[src/rtl/uart_pkg.sv]
// Shared definitions for the MMIO UART transmitter: register offsets,
// STATUS bit positions and the transmit FSM encoding.
package uart_pkg;
    localparam logic [31:0] TXDATA_OFS = 32'd0;
    localparam logic [31:0] STATUS_OFS = 32'd4;

    localparam int STAT_BUSY = 0;
    localparam int STAT_FULL = 1;
    localparam int STAT_OVF  = 2;

    typedef enum logic [1:0] {
        IDLE  = 2'd0,
        START = 2'd1,
        DATA  = 2'd2,
        STOP  = 2'd3
    } txState_t;
endpackage

[src/rtl/sync_fifo.sv]
// Single-clock FIFO with occupancy count; a push while full is accepted
// only when a pop happens in the same cycle.
module sync_fifo #(
    parameter int WIDTH = 8,
    parameter int DEPTH = 4
) (
    input  logic                     clk,
    input  logic                     reset,
    input  logic                     push,
    input  logic                     pop,
    input  logic [WIDTH-1:0]         din,
    output logic [WIDTH-1:0]         dout,
    output logic                     full,
    output logic                     empty,
    output logic [$clog2(DEPTH):0]   count
);
    localparam int AW = $clog2(DEPTH);

    logic [WIDTH-1:0] mem [DEPTH];
    logic [AW-1:0]    wrPtr, rdPtr;
    logic [AW:0]      cnt;
    logic             doPush, doPop;

    assign full   = (cnt == (AW+1)'(DEPTH));
    assign empty  = (cnt == '0);
    assign count  = cnt;
    assign dout   = mem[rdPtr];
    assign doPop  = pop && !empty;
    assign doPush = push && (!full || doPop);

    // Pointers are exactly log2(DEPTH) bits, so they wrap on their own.
    always_ff @(posedge clk or negedge reset) begin
        if (!reset) begin
            wrPtr <= '0;
            rdPtr <= '0;
            cnt   <= '0;
        end else begin
            if (doPush) wrPtr <= wrPtr + 1'b1;
            if (doPop)  rdPtr <= rdPtr + 1'b1;
            case ({doPush, doPop})
                2'b10:   cnt <= cnt + 1'b1;
                2'b01:   cnt <= cnt - 1'b1;
                default: cnt <= cnt;
            endcase
        end
    end

    always_ff @(posedge clk) begin
        if (doPush) mem[wrPtr] <= din;
    end
endmodule

[src/rtl/mmio_uart_tx.sv]
// Memory-mapped 8N1 UART transmitter: TXDATA pushes into a byte FIFO,
// STATUS reports busy/full/overflow; the serial line comes straight from a flop.
module mmio_uart_tx
    import uart_pkg::*;
#(
    parameter logic [31:0] BASE_ADDR    = 32'd256,
    parameter int          CLKS_PER_BIT = 16,
    parameter int          FIFO_DEPTH   = 4
) (
    input  logic        clk,
    input  logic        reset,
    input  logic [31:0] DataAddr,
    input  logic [31:0] WriteData,
    input  logic        MemWrite,
    output logic [31:0] ReadData,
    output logic        tx,
    output logic        irq_empty
);
    localparam int BW = (CLKS_PER_BIT > 1) ? $clog2(CLKS_PER_BIT) : 1;
    localparam logic [BW-1:0] BAUD_LAST = BW'(CLKS_PER_BIT - 1);
    localparam int CW = $clog2(FIFO_DEPTH) + 1;

    txState_t       state, stateN;
    logic [BW-1:0]  baudCnt, baudN;
    logic [2:0]     bitIdx, bitN;
    logic [7:0]     shift, shiftN;
    logic           txReg, txN;
    logic           overflow;

    logic           selTx, selStat, wrTx, wrStat, busy;
    logic           fifoPush, fifoPop, fifoFull, fifoEmpty;
    logic [7:0]     fifoDout;
    logic [CW-1:0]  fifoCount;
    logic           unusedBits;

    assign selTx      = (DataAddr == BASE_ADDR + TXDATA_OFS);
    assign selStat    = (DataAddr == BASE_ADDR + STATUS_OFS);
    assign wrTx       = MemWrite && selTx;
    assign wrStat     = MemWrite && selStat;
    assign fifoPush   = wrTx && (!fifoFull || fifoPop);
    assign unusedBits = ^WriteData[31:8];

    sync_fifo #(.WIDTH(8), .DEPTH(FIFO_DEPTH)) uFifo (
        .clk   (clk),
        .reset (reset),
        .push  (fifoPush),
        .pop   (fifoPop),
        .din   (WriteData[7:0]),
        .dout  (fifoDout),
        .full  (fifoFull),
        .empty (fifoEmpty),
        .count (fifoCount)
    );

    assign busy      = (state != IDLE) || (fifoCount != '0);
    assign irq_empty = (state == IDLE) && fifoEmpty;
    assign tx        = txReg;

    always_comb begin
        ReadData = 32'd0;
        if (selStat) begin
            ReadData[STAT_BUSY] = busy;
            ReadData[STAT_FULL] = fifoFull;
            ReadData[STAT_OVF]  = overflow;
        end
    end

    // A set from a dropped byte wins over a same-cycle clear.
    always_ff @(posedge clk or negedge reset) begin
        if (!reset)
            overflow <= 1'b0;
        else if (wrTx && fifoFull && !fifoPop)
            overflow <= 1'b1;
        else if (wrStat && WriteData[STAT_OVF])
            overflow <= 1'b0;
    end

    always_ff @(posedge clk or negedge reset) begin
        if (!reset) begin
            state   <= IDLE;
            baudCnt <= '0;
            bitIdx  <= '0;
            shift   <= '0;
            txReg   <= 1'b1;
        end else begin
            state   <= stateN;
            baudCnt <= baudN;
            bitIdx  <= bitN;
            shift   <= shiftN;
            txReg   <= txN;
        end
    end

    // txN is the line level for the next cycle, so tx changes with the state.
    always_comb begin
        stateN  = state;
        baudN   = baudCnt;
        bitN    = bitIdx;
        shiftN  = shift;
        txN     = txReg;
        fifoPop = 1'b0;
        case (state)
            IDLE: begin
                txN = 1'b1;
                if (!fifoEmpty) begin
                    fifoPop = 1'b1;
                    shiftN  = fifoDout;
                    baudN   = '0;
                    stateN  = START;
                    txN     = 1'b0;
                end
            end
            START: begin
                if (baudCnt == BAUD_LAST) begin
                    baudN  = '0;
                    bitN   = '0;
                    stateN = DATA;
                    txN    = shift[0];
                end else begin
                    baudN = baudCnt + 1'b1;
                end
            end
            DATA: begin
                if (baudCnt == BAUD_LAST) begin
                    baudN = '0;
                    if (bitIdx == 3'd7) begin
                        stateN = STOP;
                        txN    = 1'b1;
                    end else begin
                        bitN   = bitIdx + 1'b1;
                        shiftN = {1'b0, shift[7:1]};
                        txN    = shift[1];
                    end
                end else begin
                    baudN = baudCnt + 1'b1;
                end
            end
            STOP: begin
                txN = 1'b1;
                if (baudCnt == BAUD_LAST) begin
                    baudN  = '0;
                    stateN = IDLE;
                end else begin
                    baudN = baudCnt + 1'b1;
                end
            end
            default: begin
                stateN = IDLE;
                txN    = 1'b1;
            end
        endcase
    end
endmodule

[config.mk]
export PLATFORM = sky130hd
export DESIGN_NAME = mmio_uart_tx
export DESIGN_NICKNAME = d
export VERILOG_FILES = /design/src/rtl/uart_pkg.sv /design/src/rtl/sync_fifo.sv /design/src/rtl/mmio_uart_tx.sv
export SDC_FILE = /design/constraint.sdc
export NUM_CORES = 1
export LEC_CHECK = 0
export CAP_MARGIN = 20
export CORE_AREA = 2 2 114 116
export CTS_CLUSTER_DIAMETER = 30
export DETAILED_ROUTE_END_ITERATION = 8
export DIE_AREA = 0 0 116 118
export HOLD_SLACK_MARGIN = 0.05
export PLACE_DENSITY = 0.44
export RECOVER_POWER = 25
export SYNTH_ARGS = -nofsm -noshare
export SYNTH_HDL_FRONTEND = slang
export SYNTH_SLANG_ARGS = --single-unit
[constraint.sdc]
create_clock -name clk -period 3.3 [get_ports clk]
set_clock_uncertainty 0.05 [all_clocks]
set_input_delay 0.66 -clock clk [delete_from_list [all_inputs] [get_ports clk]]
set_output_delay 0.66 -clock clk [all_outputs]
set_load 0.005 [all_outputs]
== Yosys cells after proc, flatten, opt, wreduce, memory -nomap -nowiden ==
Memories as Yosys holds them, arrays and structs flattened.
Cells that the tools add are included.

* Logic and storage cells: 90
* Bits in registers: 26
* Output and inout bits: 34
* Memories: 1
* RAM bits: 32
* Input port bits: 67

{| class="wikitable"
|+ Memory list
! name !! words !! bits a word !! read ports !! clocked after memory_dff !! write ports !! RTL line !! source
|-
| uFifo.mem || 4 || 8 || 1 || 0 || 1 || sync_fifo.sv:19 || <nowiki>logic [WIDTH-1:0] mem [DEPTH];</nowiki>
|}

* Mux-type cells: 30
* $add $sub $neg: 6
* Equality and inequality tests: 16
* Reduce and logical (&&, ||, !) cells: 28

{| class="wikitable"
|+ Operator list
! cell !! count
|-
| 32-bit by 9-bit equality test with 1-bit output, second input constant || 2
|-
| 8-bit two-way mux || 3
|-
| 8-bit one-hot mux with 2 select lines || 1
|-
| 3-bit two-way mux || 4
|-
| 2-bit inequality test, second input constant || 6
|-
| 3-bit one-hot mux with 2 select lines || 2
|-
| 1-bit two-way mux || 10
|-
| 2-bit two-way mux || 5
|-
| 2-bit nonzero test || 5
|-
| 1-bit logical AND || 9
|-
| 4-bit two-way mux || 2
|-
| 2-bit one-hot mux with 4 select lines || 1
|-
| 4-bit one-hot mux with 2 select lines || 1
|-
| 4-bit AND reduction || 2
|-
| 3-bit by 1-bit adder with 3-bit output, second input constant || 2
|-
| 2-bit equality test, second input constant || 3
|-
| 3-bit equality test, second input constant || 2
|-
| 5-bit AND reduction || 1
|-
| 2-bit by 1-bit adder with 2-bit output, second input constant || 2
|-
| 4-bit by 1-bit adder with 4-bit output, second input constant || 1
|-
| 2-bit by 1-bit equality test with 1-bit output, second input constant || 2
|-
| 4-bit equality test, second input constant || 1
|-
| 1-bit one-hot mux with 4 select lines || 1
|-
| 1-bit logical NOT || 3
|-
| other kinds (7) || 9
|}

== Depth between registers and ports, before layout ==
Gate-level depths: netlist of the first run.

* Depth after elaboration: 8
* Gate-level depth with buffers: 12
* Depth with buffers taken out: 12

== Modules after synthesis ==
A second synthesis of the first run with hierarchy kept.

* Cell total of the unflattened synthesis: 238
* Area total of the unflattened synthesis: 3024.2 um^2

{| class="wikitable"
|+ By module, submodules not included
! module !! area each (um^2) !! seq. area each (um^2) !! cells each !! instances
|-
| sync_fifo || 1587.8 || 1136.1 || 80 || 1
|-
| mmio_uart_tx || 1436.4 || 476.7 || 158 || 1
|}

== Worst setup path before layout of the first run ==
OpenSTA, ideal clock, no wires.

* Kind: in2reg
* Start point: input DataAddr[5]
* End point: register uFifo.cnt[2], in the netlist uFifo.count[2]
* Data required time: 3.125 ns
* Stages: 10
* Setup time: 0.125 ns
* Path buffers: 0
* Slack: 0.749 ns
* Data arrival time: 2.376 ns
* Cell sequence: nor4_2 > nand4_2 > nor4b_4 > inv_1 > ha_1 > inv_1 > fa_1 > xor2_1 > nor2_1 > xor2_1

* Word-level cells in the longest chain between the ends: 6
* Elaborated cells between the ends (all ways): 8
* Those cells by class: eq/ne (3); mux (1); reduce/logical (4)

{| class="wikitable"
|+ Ends and longest elaborated chain
! element !! RTL line !! source
|-
| start: declaration || mmio_uart_tx.sv:12 || <nowiki>input logic [31:0] DataAddr,</nowiki>
|-
| 32-bit by 9-bit equality test with 1-bit output * || mmio_uart_tx.sv:36 || <nowiki>assign selTx = (DataAddr == BASE_ADDR + TXDATA_OFS);</nowiki>
|-
| 1-bit logical AND * || mmio_uart_tx.sv:38 || <nowiki>assign wrTx = MemWrite && selTx;</nowiki>
|-
| 1-bit logical AND * || mmio_uart_tx.sv:40 || <nowiki>assign fifoPush = wrTx && (!fifoFull || fifoPop);</nowiki>
|-
| 1-bit logical AND * || sync_fifo.sv:29 || <nowiki>assign doPush = push && (!full || doPop);</nowiki>
|-
| 2-bit by 1-bit equality test with 1-bit output or 2-bit equality test (tied branches) || sync_fifo.sv:40 || <nowiki>case ({doPush, doPop})</nowiki>
|-
| 3-bit one-hot mux with 2 select lines or 2-bit nonzero test (tied branches) || -- ||
|-
| end signal: assignment || sync_fifo.sv:41 || <nowiki>2'b10: cnt <= cnt + 1'b1;</nowiki>
|-
| end signal: assignment || sync_fifo.sv:42 || <nowiki>2'b01: cnt <= cnt - 1'b1;</nowiki>
|-
| end signal: assignment || sync_fifo.sv:43 || <nowiki>default: cnt <= cnt;</nowiki>
|-
| end: declaration || sync_fifo.sv:21 || <nowiki>logic [AW:0] cnt;</nowiki>
|}

Mark *: on every way between the ends. The rest lies on a longest branch, timed or not.
A chain may end at the register's enable or synchronous reset.

== Worst setup path in the final report of the first run ==
* Start point: input DataAddr[22]
* End point: output ReadData[1]

* Word-level cells in the longest chain between the ends: 2

{| class="wikitable"
|+ Ends and longest elaborated chain
! element !! RTL line !! source
|-
| 32-bit by 9-bit equality test with 1-bit output || mmio_uart_tx.sv:37 || <nowiki>assign selStat = (DataAddr == BASE_ADDR + STATUS_OFS);</nowiki>
|-
| 3-bit two-way mux || mmio_uart_tx.sv:61 || <nowiki>if (selStat) begin</nowiki>
|-
| end: declaration || mmio_uart_tx.sv:15 || <nowiki>output logic [31:0] ReadData,</nowiki>
|}

Every way passes these cells.

==> results of run 1 <==
## final cells by class
| class | instances | area share |
|---|---|---|
| inverter | 11 | 0.0104 |
| sequential | 58 | 0.406 |
| multi-input combinational | 150 | 0.321 |
| clock buffer | 9 | 0.0566 |
| timing repair buffer | 52 | 0.127 |
| tap | 172 | 0.0541 |
| clock inverter | 7 | 0.0258 |
## through the flow
| step | hold WS [ps] | util | cell area [um^2] | cells |
|---|---|---|---|---|
| finish | 415 | 0.320 | 3980 | 459 |
| global route | 459 | 0.320 | 3980 | 459 |
| CTS | 420 | 0.320 | 3970 | 459 |
| detailed placement | 411 | 0.293 | 3640 | 443 |
| global placement | 418 | 0.293 | 3640 | 443 |
| floorplan | 314 | - | 3160 | 254 |
## timing repair
item / CTS / global route
setup endpoints to repair: 0 / 1
gates resized for setup: 0 / 2
hold endpoints to repair: 0 / 0
## routing by layer
layer	share of wire	wire [um]	vias to the layer above	GRT usage
li1	-	-	877	-
met2	0.49	2720	48	0.147
met4	0.0046	26	0	0.0201
met1	0.47	2610	896	0.114
met3	0.043	243	2	0.0294
met5	0	0	-	0
## synth_stat cells, drive strengths merged (5+ instances only)
cell    count
nand2      10
ha         13
nor2        9
edfxtp     32
o21ai       6
nor4        7
mux2       18
mux4        8
nor4b       5
inv        11
dfrtp      25
buf        31
nor3        5
a21oi       6
## cell families after synthesis
logic type	synth area share
AOI/OAI and AO/OA	0.0439
xor gates and xnor gates	0.0172
adders and majority gates	0.0599
buffers and inverters	0.0939
DFF	0.529
muxes	0.140
other	0.00123
and+or+nand+nor	0.115
## how the worst max path moves through the flow
stage	to	slack, ps	cells past startpoint
2_1_floorplan	uFifo.count[2]	750	10
3_3_place_gp	ReadData[1]	110	6
3_5_place_dp	ReadData[0]	90	5
4_1_cts	ReadData[0]	90	5
5_1_grt	ReadData[1]	-5	6
6_report	ReadData[1]	150	6
## power by group through the flow
stage / Sequential, W / Clock, W / Combinational, W
global route: 0.000976 / 0.00107 / 0.000384
CTS: 0.000961 / 0.00103 / 0.000350
floorplan: 0.000909 / 0 / 0.000299
detailed placement: 0.000974 / 0 / 0.000349
finish: 0.000956 / 0.00100 / 0.000345
global placement: 0.000972 / 0 / 0.000345
## state kept, by name (all words and copies together) (netlist names)
| register | count |
|---|---|
| state | 2 |
| uFifo.count | 3 |
| tx | 1 |
| bitIdx | 3 |
| uFifo.mem | 32 |
| uFifo.wrPtr | 2 |
| shift | 8 |
| baudCnt | 4 |
| overflow | 1 |
| uFifo.rdPtr | 2 |
## worst register-to-register path: stages, from the launching register on
cell and delay [ps]:
dfrtp_1 390, inv_1 100, ha_1 260, nor4b_1 430
nor2_1 80, nor4b_4 150, inv_1 60, ha_1 160
inv_1 60, fa_1 370, xor2_1 150, nor2_1 110
xor2_1 150
==> reports/results.tsv, run 1 <==
metric	value	unit
ir_drop	0.398	mV
whs_path_depth	2	
row_count	41	
reg2reg_depth	12	
finalHoldViolCount	0	
p_seq_frac	0.415	
power.share.combinational	0.150	
reg2reg_slack	740	ps
multi_input_area	1270	um^2
power_density	580	nW/um^2
synth_area_leaders	edfxtp_1 32%, dfrtp_1 21%, buf_4 7.4%, mux2_2 6.3%, mux4_2 5.9%	
vias_per_cell	3.97	
nets	363	
clockRootBuffer	clkbuf_16	
hp-class	flip-flop to flip-flop	
cp_cell_sequence	clkdlybuf4s50_1, nor4_1, nand4_2, nor2_1, and4_1, clkdlybuf4s50_1	
drv_cap	1	
p_sw	0.000563	W
outcome	complete, but fails checks	
mostFrequentLayoutCell	clkdlybuf4s50_1	
numClockSinks	58	
die_x	116	um
cp_slowest_cell	clkdlybuf4s50_1	
syn_to_final_growth	30.4	%
post-cts-setup-buffer-count	0	
cp_max_fo	3	
path_clk_slew	50	ps
cp_common_cell	clkdlybuf4s50_1	
drt_wl_total	5.60	mm
slew_headroom	-0.00177	
grt_max_degree	27	
worstPathArrival	2440	ps
violations	max-capacitance violations, max-slew violations	
grt_overflow	0	
synth_top_area_frac	0.315	
path_class	primary input to primary output	
diodes	0	
track_usage	0.0897	
portBuffers	47	
finalMaxSlewViolations	26	
worstMarginPinSlew	1500	ps
power.share.clock	0.436	
critPathCaptureType	primary output	
drtIter0Drc	32	
reg2reg_to	uFifo.count[2]	
drc	0	
ant_nets	0	
core-area	12400	um^2
max_freq	317	MHz
yosysTopAreaCell	edfxtp_1	
hold_path.startpoint	tx	
yosysUniqueCellTypes	39	
start_util	0.246	
drtPass1Iterations	4	
required	2590	ps
drive_above_1_share	0.220	
ys_ff_latch	58	
p_total	0.00231	W
grt_pass1_vias	1837	
synth-seq-area-share	0.529	
clockBufferDepth	2	
holdBufCountCts	0	
ctsHtreeMaxLevel	3	
grt_pass1_wl	9.54	mm
yosysWarnings	0	
critPathLaunchType	primary input	
synth.avg_cell_area	13.5	um^2
min_to	tx	
cts_tree	built	
crit_family	buffers and inverters	
antenna_found_initial	0	
synth_edf_count	32	
leakage	1.57	nW
synth-async-reset-ratio	0.448	
reg2reg_from	state[0]	
yosys_most_used_dff	edfxtp_1	
dp_slack	85.4	ps
synthCells	226	
period_needed	3150	ps
p_int	0.00174	W
crit_buf_inv	2	
dieHeight	118	um
globalplace.congestion	0.698	
fp.dieArea	13700	um^2
fin_ws	146	ps
clk_latency	320	ps
critPathLaunch	DataAddr[22]	
wl_per_cell	12.2	um
dp_hpwl	4.05	mm
io_pins	101	
tns	0	ps
seqCellArea	1610	um^2
report.final.setup_viol	0	
netlist_area	3050	um^2
period_share	0.956	
sw_frac_of_total	0.244	
critPathMaxStageDelay	510	ps
final_cell_mix	40 x clkdlybuf4s50_1, 32 x edfxtp_1, 29 x conb_1	
vias	1823	
nFillCells	1275	
cts_buffers	9	
Power figures use the tool's default switching activity.
==> run 2, diff against run 1 <==
- clock period: 3.3 -> 3.6 ns (I/O delays scaled with it)
==> reports/results.tsv, run 2 (same netlist as run 1, synthesis figures left out) <==
metric	value	unit
start_util	0.246	
placed_cell_area	3630	um^2
row_count	41	
leakage	1.55	nW
worstSetupEndpoint	ReadData[0]	
cts_tree	built	
io_pins	101	
period_needed	3370	ps
path_class	primary input to primary output	
worstMarginPinSlew	1510	ps
fp.dieArea	13700	um^2
antenna_found_initial	0	
fin_ws	228	ps
cts_buffers	9	
ctsHtreeMaxLevel	3	
drtIter0Drc	58	
violations	max-capacitance violations, max-slew violations	
cp_slowest_cell	clkdlybuf4s50_1	
power.share.combinational	0.156	
p_int	0.00153	W
worstPathArrival	2600	ps
critPathLaunch	DataAddr[5]	
slew_headroom	-0.00734	
mostFrequentLayoutCell	clkdlybuf4s50_1	
reg2reg_slack	1030	ps
cp_common_cell	clkdlybuf4s50_1	
clk_latency	320	ps
vias_per_cell	3.95	
clockRootBuffer	clkbuf_16	
top_regs	uFifo.mem: 32 flops, shift: 8 flops, baudCnt: 4 flops	
globalplace.congestion	0.686	
finalHoldViolCount	0	
grt_max_degree	27	
top_register	uFifo.mem	
reg2reg_to	uFifo.count[2]	
drtPass1Iterations	4	
dp_hpwl	4.08	mm
hp-class	flip-flop to flip-flop	
ir_drop	0.264	mV
grt_pass1_vias	1786	
report.final.setup_viol	0	
drc	0	
wl_per_cell	12.1	um
drive_above_1_share	0.210	
rsz0062_at_grt	no	
grt_overflow	0	
outcome	complete, but fails checks	
grt_pass1_wl	9.18	mm
tns	0	ps
vias	1811	
cp_cell_sequence	clkdlybuf4s50_1, nor4_2, nand4_2, nor4b_1, clkdlybuf4s50_1	
finalMaxSlewViolations	27	
period_share	0.937	
numClockSinks	58	
p_seq_frac	0.429	
fin_area	3930	um^2
nets	362	
drt_wl_total	5.56	mm
ctsResizeCount	0	
power.share.clock	0.415	
portBuffers	47	
sw_frac_of_total	0.250	
diodes	0	
core-area	12400	um^2
reg2reg_from	state[0]	
hold_ws	423	ps
dieHeight	118	um
reg2reg_depth	12	
dp_slack	192	ps
post-cts-setup-buffer-count	0	
power_density	517	nW/um^2
p_total	0.00203	W
max_freq	297	MHz
critPathCaptureType	primary output	
ant_nets	0	
largest_reg_flops	32	
cp_max_fo	5	
critPathMaxStageDelay	560	ps
clockBufferDepth	2	
required	2830	ps
final_cell_mix	43 x clkdlybuf4s50_1, 32 x edfxtp_1, 29 x conb_1	
p_sw	0.000508	W
die_x	116	um
holdBufCountCts	0	
drv_cap	1	
path_clk_slew	50	ps
critPathLaunchType	primary input	
syn_to_final_growth	29.0	%
track_usage	0.0883	
-- run 2: worst min path at each step --
stage / startpoint / endpoint / slack [ps] / cells after the start
6_report: tx / tx / 420 / 2
5_1_grt: shift[4] / shift[4] / 460 / 1
4_1_cts: tx / tx / 430 / 2
3_5_place_dp: tx / tx / 420 / 2
3_3_place_gp: tx / tx / 420 / 2
2_1_floorplan: reset / baudCnt[0] / 370 / 0
-- run 2: area by class of cell --
| type | count | area [um^2] |
|---|---|---|
| repair buffers | 51 | 497 |
| multi-input cells | 150 | 1260 |
| well taps | 172 | 215 |
| clock buffers | 9 | 225 |
| clock inverters | 7 | 80.1 |
| fillers | 1264 | 8480 |
| inverters | 11 | 41.3 |
| flip-flops and latches | 58 | 1610 |
-- run 2: layer usage --
layer	wire (um)	GRT usage	vias to the layer above
li1	-	-	875
met1	2490	0.111	881
met2	2770	0.142	50
met3	234	0.0283	5
met4	59	0.0313	0
met5	0	0	-
-- run 2: metrics by stage --
stage,instances,utilization
floorplan,254,-
global placement,442,0.293
detailed placement,442,0.293
CTS,458,0.317
global route,458,0.317
finish,458,0.317
-- run 2: power groups by stage --
stage	clock network (W)	registers, W	logic, W
after floorplan	0	0.000833	0.000274
after global placement	0	0.000891	0.000316
after detailed placement	0	0.000892	0.000321
after CTS	0.000877	0.000880	0.000322
after global routing	0.000907	0.000893	0.000357
final	0.000844	0.000873	0.000317
-- run 2: worst max-delay path: cells and delay by family --
kind,cells,cell delay (ps)
buf+inv,2,970
simple gates,3,900
==> run 3, diff against run 2 <==
- SLEW_MARGIN: not set -> 20
==> results of run 3 <==
Same layout as run 2: the final DEF is identical, and so are final timing and power.
